`config.mk`:
```
export PLATFORM = sky130hd
export DESIGN_NAME = otter_fetch_queue
export DESIGN_NICKNAME = d
export VERILOG_FILES = /design/src/rtl/otter_fetch_queue.sv
export SDC_FILE = /design/constraint.sdc
export NUM_CORES = 1
export LEC_CHECK = 0
export BUFFER_PORTS_ARGS = -buffer_cell sky130_fd_sc_hd__buf_2
export CAP_MARGIN = 0
export CORE_MARGIN = 10
export CORE_UTILIZATION = 47
export CTS_BUF_LIST = sky130_fd_sc_hd__clkbuf_8
export CTS_CLUSTER_SIZE = 40
export DETAILED_ROUTE_END_ITERATION = 8
export PLACE_DENSITY = 0.66
export SYNTH_ARGS = -nofsm -noshare
export SYNTH_HDL_FRONTEND = slang
export SYNTH_SLANG_ARGS = --single-unit
```
`constraint.sdc`:
```
create_clock -name CLK -period 6.8 [get_ports CLK]
set_input_delay 1.36 -clock CLK [delete_from_list [all_inputs] [get_ports CLK]]
set_output_delay 1.36 -clock CLK [all_outputs]
set_load 0.1 [all_outputs]
```
`src/rtl/otter_fetch_queue.sv`:
```
// Instruction fetch front end: issues sequential IMEM reads, buffers returned
// words with their PCs in a small FIFO, and flushes on a branch redirect.
module otter_fetch_queue #(
    parameter logic [31:0] RESET_VEC = 32'h0000_0000,
    parameter int          DEPTH     = 4
) (
    input  logic                     CLK,
    input  logic                     RESET,
    output logic [31:0]              IMEM_ADDR,
    output logic                     IMEM_RD,
    input  logic [31:0]              IMEM_DOUT,
    input  logic                     REDIRECT,
    input  logic [31:0]              REDIRECT_PC,
    input  logic                     DE_READY,
    output logic                     DE_VALID,
    output logic [31:0]              DE_PC,
    output logic [31:0]              DE_IR,
    output logic [$clog2(DEPTH):0]   COUNT
);

    localparam int             AW       = $clog2(DEPTH);
    localparam logic [AW:0]    FULL_CNT = (AW + 1)'(DEPTH);

    logic [31:0]   fpc_q, fpc_d;
    logic          inflight_q, inflight_d;
    logic [31:0]   ipc_q, ipc_d;
    logic [AW-1:0] head_q, head_d;
    logic [AW-1:0] tail_q, tail_d;
    logic [AW:0]   count_q, count_d;

    logic [31:0]   pc_mem [DEPTH];
    logic [31:0]   ir_mem [DEPTH];

    logic          issue;
    logic          push;
    logic          pop;
    logic [AW:0]   occ;

    // Decode handshake: an entry transfers on a rising edge where DE_VALID and
    // DE_READY are both high; while DE_VALID is high and DE_READY low the head
    // entry (DE_PC/DE_IR) is held unchanged. REDIRECT masks DE_VALID.
    always_comb begin
        occ      = count_q + {{AW{1'b0}}, inflight_q};
        issue    = RESET && !REDIRECT && (occ < FULL_CNT);
        push     = inflight_q && !REDIRECT;
        pop      = (count_q != '0) && !REDIRECT && DE_READY;

        fpc_d      = fpc_q;
        inflight_d = inflight_q;
        ipc_d      = ipc_q;
        head_d     = head_q;
        tail_d     = tail_q;
        count_d    = count_q;

        if (REDIRECT) begin
            // Flush wins over everything; the word returning next cycle is dropped.
            fpc_d      = {REDIRECT_PC[31:2], 2'b00};
            inflight_d = 1'b0;
            head_d     = '0;
            tail_d     = '0;
            count_d    = '0;
        end else begin
            inflight_d = issue;
            if (issue) begin
                fpc_d = fpc_q + 32'd4;
                ipc_d = fpc_q;
            end
            if (push) tail_d = tail_q + 1'b1;
            if (pop)  head_d = head_q + 1'b1;
            case ({push, pop})
                2'b10:   count_d = count_q + 1'b1;
                2'b01:   count_d = count_q - 1'b1;
                default: count_d = count_q;
            endcase
        end
    end

    always_ff @(posedge CLK or negedge RESET) begin
        if (!RESET) begin
            fpc_q      <= {RESET_VEC[31:2], 2'b00};
            inflight_q <= 1'b0;
            ipc_q      <= '0;
            head_q     <= '0;
            tail_q     <= '0;
            count_q    <= '0;
        end else begin
            fpc_q      <= fpc_d;
            inflight_q <= inflight_d;
            ipc_q      <= ipc_d;
            head_q     <= head_d;
            tail_q     <= tail_d;
            count_q    <= count_d;
        end
    end

    // Storage needs no reset: occupancy alone decides what is visible.
    always_ff @(posedge CLK) begin
        if (push) begin
            pc_mem[tail_q] <= ipc_q;
            ir_mem[tail_q] <= IMEM_DOUT;
        end
    end

    assign IMEM_ADDR = fpc_q;
    assign IMEM_RD   = issue;
    assign DE_VALID  = (count_q != '0) && !REDIRECT;
    assign DE_PC     = pc_mem[head_q];
    assign DE_IR     = ir_mem[head_q];
    assign COUNT     = count_q;

endmodule

```
==> out/results.ini, run 1 <==
[route]
drc = 0
drtPass1Iterations = 5
wl_per_cell_um = 21.4
drt_iter0_drc = 395
totalWireLength_mm = 25.8
vias = 6536
via_per_inst = 5.41
ant_nets = 0

[clocking]
ctsRootBufferMaster = clkbuf_8
cts_setup_buffers = 0
cts_tree = built
htreeDepth = 2
cts_buffers = 51
numClockSinks = 316
cts_hold_buf = 0
path_clk_slew_ns = 0.06
cts_resized = 0
insertion_delay_ns = 0.55
cts_buffer_depth = 3

[sta]
tightest_slew_ns = 0.991
fmax_mhz = 226
final.min_clock_period_ns = 4.42
finalSetupViolCount = 0
fin_skew_ns = 0.0210
slew_violations = 0
max_slew_margin = 0.339
fin_crit_sh = 0.650
finalHoldViolations = 0
tns_ns = 0
rsz0062_at_grt = no

[power]
leakagePower_nw = 5.32
power_density_nw_per_um2 = 345
combinationalPowerShare = 0.211
switching_share = 0.328
ir_drop_v = 0.000191
pwr-share-clk = 0.315
p_sw_mw = 1.64
p_int_mw = 3.36
seqPwrFrac = 0.474

[global_route]
grt_pass1_wl_mm = 40.7
grt_pass1_vias = 7287
grt_max_degree = 70
overflow = 0
antenna_found_initial = 0
grtUsageTotal = 0.154

[placement]
port_buffers = 162
dp_hpwl_mm = 15.8
placed_cells = 1114
routabilityCongestion = 0.887
placed_area_um2 = 13500

[worst_setup_path]
required_ns = 5.44
critPathLaunchType = flip-flop
crit_type = reg -> out
end_kind = primary output
cp_data_arrival_time_ns = 3.06
cp_max_fo = 39

[run]
maxCapViolCount = 0

[cells_and_area]
drive_gt1_frac = 0.378
syn_to_final_growth_pct = 17.0
nets = 906
design_area_um2 = 14500
num_antenna_cells = 0
stdcell_count = 1208

[die]
core_area_um2 = 26000
pin_count = 169
die_w_um = 182
rows = 59
fp.dieH_um = 182
initial_utilization = 0.476
design.die.area_um2 = 33200

[hold_path]
min_path_type = reg -> reg

[logic_synthesis]
syn_inst = 644
yosysTopAreaCell = edfxtp_1
ys_seq_elements = 316
netlist_area_um2 = 12400
synth_cell_type_count = 37
synth_area_leaders = edfxtp_1 (60%), dfrtp_1 (14%), mux4_2 (11%), mux2_4 (2.9%), xor2_1 (1.8%)
synth-seq-area-share = 0.739
avgSynthCellArea_um2 = 19.2
yosys_warnings = 0
yosys.area.top_type_share = 0.602

[outcome]
status = completed

==> cells in the mapped netlist, drive strengths merged <==
master / number
mux4: 62
fa: 1
nand2b: 2
edfxtp: 248
o21ai: 31
nor3: 7
a21boi: 1
o311a: 1
nor2b: 3
a21oi: 1
or3: 1
xor2: 26
inv: 10
nor2: 13
a211oi: 1
nand3: 15
clkbuf: 12
nor4: 3
nand2: 42
mux2: 29
a31o: 1
buf: 22
and3: 1
xnor2: 7
mux2i: 4
ha: 5
conb: 1
dfrtp: 68
and2: 5
nand4: 21
==> layout make-up <==
class / count / area (um^2)
clock buffer: 56 / 771
clock inverter: 38 / 231
fill: 2054 / 11500
inverter: 10 / 37.5
multi-input combinational: 287 / 3020
sequential: 316 / 9160
tap: 335 / 419
timing repair buffer: 166 / 843
==> final timing paths <==
path	cells past startpoint	start	endpoint	slack, ns
worst max register to register	6	inflight_q$_DFF_PN0_	IMEM_ADDR[27]$_DFFE_PN0N_	4.35
worst max-delay path	3	head_q[0]$_DFFE_PN0P_	DE_PC[14]	2.38
min in group asynchronous	2	RESET	IMEM_ADDR[28]$_DFFE_PN0N_	1.05
max in group asynchronous	2	RESET	head_q[0]$_DFFE_PN0P_	5.07
worst min register to register	0	ipc_q[29]$_DFFE_PN0P_	pc_mem[1][29]$_DFFE_PP_	0.52
worst min-delay path	0	ipc_q[29]$_DFFE_PN0P_	pc_mem[1][29]$_DFFE_PP_	0.52
==> power groups by stage <==
stage	clock, mW	combinational [mW]	sequential, mW
6_report	1.58	1.05	2.37
4_1_cts	1.62	1.06	2.38
3_5_place_dp	0	1.06	2.41
5_1_grt	1.71	1.10	2.39
3_3_place_gp	0	1.05	2.40
2_1_floorplan	0	0.782	2.48
==> cell families after synthesis <==
| kind of cell | share of synthesized area |
|---|---|
| mux | 0.150 |
| other cells | 0.000303 |
| simple gates | 0.0442 |
| flops | 0.739 |
| fa+ha+maj | 0.00667 |
| compound gates | 0.0177 |
| buf+inv | 0.0187 |
| xor+xnor | 0.0234 |
==> sequential cells by signal (all words and copies together) (netlist names) <==
| register | count |
|---|---|
| IMEM_ADDR | 30 |
| ir_mem | 128 |
| inflight_q | 1 |
| COUNT | 3 |
| tail_q | 2 |
| pc_mem | 120 |
| ipc_q | 30 |
| head_q | 2 |
==> cell usage in the layout (no fill, tap or decap), drive strengths merged, types with 2 or more instances in the layout <==
cell | synthesis | final
and2 | 5 | 5
buf | 22 | 166
bufinv | 0 | 3
clkbuf | 12 | 56
clkinv | 0 | 16
conb | 1 | 4
dfrtp | 68 | 68
edfxtp | 248 | 248
ha | 5 | 5
inv | 10 | 28
mux2 | 29 | 29
mux2i | 4 | 4
mux4 | 62 | 62
nand2 | 42 | 42
nand2b | 2 | 2
nand3 | 15 | 15
nand4 | 21 | 21
nor2 | 13 | 13
nor2b | 3 | 3
nor3 | 7 | 7
nor4 | 3 | 3
o21ai | 31 | 31
xnor2 | 7 | 7
xor2 | 26 | 26
==> critical path: stages (launching register included) <==
cell     delay (ns)
dfrtp_4        0.94
buf_4          0.60
mux4_2         0.61
buf_2          0.32
==> layer usage <==
layer | vias to the layer above | wire [um] | global-route usage
met4 | 0 | 473 | 0.0501
li1 | 2897 | - | -
met3 | 45 | 2270 | 0.0469
met5 | - | 0 | 0
met2 | 270 | 12400 | 0.249
met1 | 3324 | 10700 | 0.196
==> per-stage QoR <==
step	utilization	setup WS (ns)	hold slack, ns	power, mW
floorplan	-	2.22	0.471	3.27
global placement	0.519	2.85	0.487	3.45
detailed placement	0.519	2.83	0.510	3.48
CTS	0.557	2.23	0.517	5.06
global route	0.557	2.12	0.549	5.20
finish	0.557	2.38	0.522	5.00
Note: power is estimated with default switching activity, not from simulation.
==> inputs of run 2 (changes only) <==
--- a/config.mk
+++ b/config.mk
@@ -12,7 +12,7 @@
 export CTS_BUF_LIST = sky130_fd_sc_hd__clkbuf_8
 export CTS_CLUSTER_SIZE = 40
 export DETAILED_ROUTE_END_ITERATION = 8
-export PLACE_DENSITY = 0.66
+export PLACE_DENSITY = 0.69
 export SYNTH_ARGS = -nofsm -noshare
 export SYNTH_HDL_FRONTEND = slang
 export SYNTH_SLANG_ARGS = --single-unit
==> constraint.sdc (replaced) <==
create_clock -name CLK -period 3.9 [get_ports CLK]
set_input_delay 0.78 -clock CLK [delete_from_list [all_inputs] [get_ports CLK]]
set_output_delay 0.78 -clock CLK [all_outputs]
set_load 0.1 [all_outputs]
==> out/results.ini, run 2 (synthesis gave the netlist of run 1 again) <==
[global_route]
grt_pass1_vias = 6892  ; -5.4%
grtUsageTotal = 0.151  ; -0.00275
grt_pass1_wl_mm = 39.9  ; -1.9%
grt_max_degree = 69  ; -1.4%
overflow = 0  ; unchanged
antenna_found_initial = 0  ; unchanged

[worst_setup_path]
reg2reg_from = inflight_q$_DFF_PN0_
cpPeakStageDelay_ns = 0.83  ; -0.11 ns
crit_type = reg -> out
cp_data_arrival_time_ns = 2.55  ; -0.51 ns
critPathSlowestCell = dfrtp_4
end_kind = primary output
critPathLaunchType = flip-flop
cp-startpoint = head_q[0]$_DFFE_PN0P_
path_cells = buf_12 -> mux4_2 -> buf_2
path_delay_family = flip-flops
required_ns = 3.12  ; -2.32 ns
cp_max_fo = 28  ; -28%
crit_buf_inv = 2  ; unchanged

[sta]
tns_ns = 0  ; unchanged
finalSetupViolCount = 0  ; unchanged
final.min_clock_period_ns = 3.33
fmax_mhz = 301
max_slew_margin = 0.364  ; +0.0241
finalHoldViolations = 0  ; unchanged
slew_violations = 0  ; unchanged
layout_setup_ws_ns = 0.573  ; -1.81 ns
fin_crit_sh = 0.853
fin_skew_ns = 0.0143  ; -0.00676 ns
tightest_slew_ns = 0.953  ; -0.0380 ns
rsz0062_at_grt = no

[clocking]
path_clk_slew_ns = 0.06  ; about the same
cts_buffers = 50  ; -2.0%
insertion_delay_ns = 0.54  ; about the same
cts_resized = 0  ; unchanged
cts_setup_buffers = 0  ; unchanged
htreeDepth = 2  ; unchanged
ctsRootBufferMaster = clkbuf_8
cts_hold_buf = 0  ; unchanged
numClockSinks = 316  ; unchanged
cts_buffer_depth = 3  ; unchanged
cts_tree = built

[cells_and_area]
multi_input_area_um2 = 3020  ; unchanged
stdcell_count = 1215  ; +0.58%
drive_gt1_frac = 0.385  ; +0.00722
largest_registers = ir_mem (128), pc_mem (120)
largest-register = ir_mem
nets = 914  ; +0.88%
layout_common_cells = edfxtp_1 (248), buf_2 (160), dfrtp_1 (66), mux4_2 (62), clkbuf_8 (53)
largest_reg_flops = 128  ; unchanged
regArea_um2 = 9160  ; unchanged
syn_to_final_growth_pct = 18.0
num_antenna_cells = 0  ; unchanged
fill_cells = 2068  ; +0.68%
layout_commonest_cell = edfxtp_1

[placement]
routabilityCongestion = 0.810  ; -8.6%
dp_slack_ns = 1.08  ; -1.75 ns
port_buffers = 162  ; unchanged
dp_hpwl_mm = 16.2  ; +2.8%
placed_cells = 1123  ; +0.81%

[route]
via_per_inst = 5.28  ; -2.4%
drc = 0  ; unchanged
vias = 6413  ; -1.9%
totalWireLength_mm = 25.6  ; -1.0%
wl_per_cell_um = 21.0  ; -1.6%
ant_nets = 0  ; unchanged
drtPass1Iterations = 6  ; +1
drt_iter0_drc = 379  ; -4.1%

[hold_path]
hp-start = IMEM_DOUT[5]
min_path_type = in -> reg

[power]
seqPwrFrac = 0.476  ; +0.002
pwr-share-clk = 0.308  ; -0.007
combinationalPowerShare = 0.217  ; +0.006
p_int_mw = 5.82  ; +73%
power_density_nw_per_um2 = 592  ; +72%
switching_share = 0.327  ; -0.000734
ir_drop_v = 0.000337  ; +76%
p_sw_mw = 2.83  ; +73%
leakagePower_nw = 5.37  ; +0.79%

[die]
initial_utilization = 0.476  ; unchanged
design.die.area_um2 = 33200  ; unchanged
pin_count = 169  ; unchanged
rows = 59  ; unchanged
core_area_um2 = 26000  ; unchanged
die_w_um = 182  ; unchanged
fp.dieH_um = 182  ; unchanged

[outcome]
status = completed

[run]
maxCapViolCount = 0  ; unchanged

[run 2: layout make-up]
class / instances / area share
Sequential cell: 316 / 0.627
Multi-Input combinational cell: 287 / 0.207
Timing Repair Buffer: 175 / 0.0686
Clock buffer: 53 / 0.0500
Tap cell: 335 / 0.0287
Clock inverter: 39 / 0.0164
Inverter: 10 / 0.00257
[run 2: routing by layer]
| metal | vias up | global-route usage | wire (um) |
|---|---|---|---|
| met5 | - | 0 | 0 |
| met4 | 0 | 0.0452 | 486 |
| met3 | 39 | 0.0437 | 1810 |
| met2 | 227 | 0.232 | 11700 |
| met1 | 3232 | 0.206 | 11500 |
| li1 | 2915 | - | - |
[run 2: final timing paths]
| path | to | cells after the start | slack (ns) |
|---|---|---|---|
| max | DE_PC[30] | 3 | 0.57 |
| min | ir_mem[1][5]$_DFFE_PP_ | 1 | 0.45 |
| max reg2reg | IMEM_ADDR[27]$_DFFE_PN0N_ | 6 | 1.49 |
| min reg2reg | pc_mem[0][29]$_DFFE_PP_ | 0 | 0.51 |
| max in group asynchronous | head_q[0]$_DFFE_PN0P_ | 2 | 2.75 |
| min in group asynchronous | IMEM_ADDR[18]$_DFFE_PN0N_ | 2 | 0.50 |
[run 2: power groups by stage]
stage	combinational, mW	clock, mW	sequential, mW
floorplan	1.36	0	4.33
CTS	1.90	2.75	4.12
global placement	1.88	0	4.17
finish	1.87	2.66	4.11
global route	1.95	2.91	4.15
detailed placement	1.89	0	4.19
[run 2: metrics by stage]
step	total power [mW]	hold WS, ns	cell area (um^2)	util
final	8.65	0.448	14600	0.562
after global routing	9.01	0.416	14600	0.562
after CTS	8.76	0.406	14600	0.562
after detailed placement	6.08	0.504	13600	0.525
after global placement	6.06	0.498	13600	0.525
after floorplan	5.69	0.471	12400	-
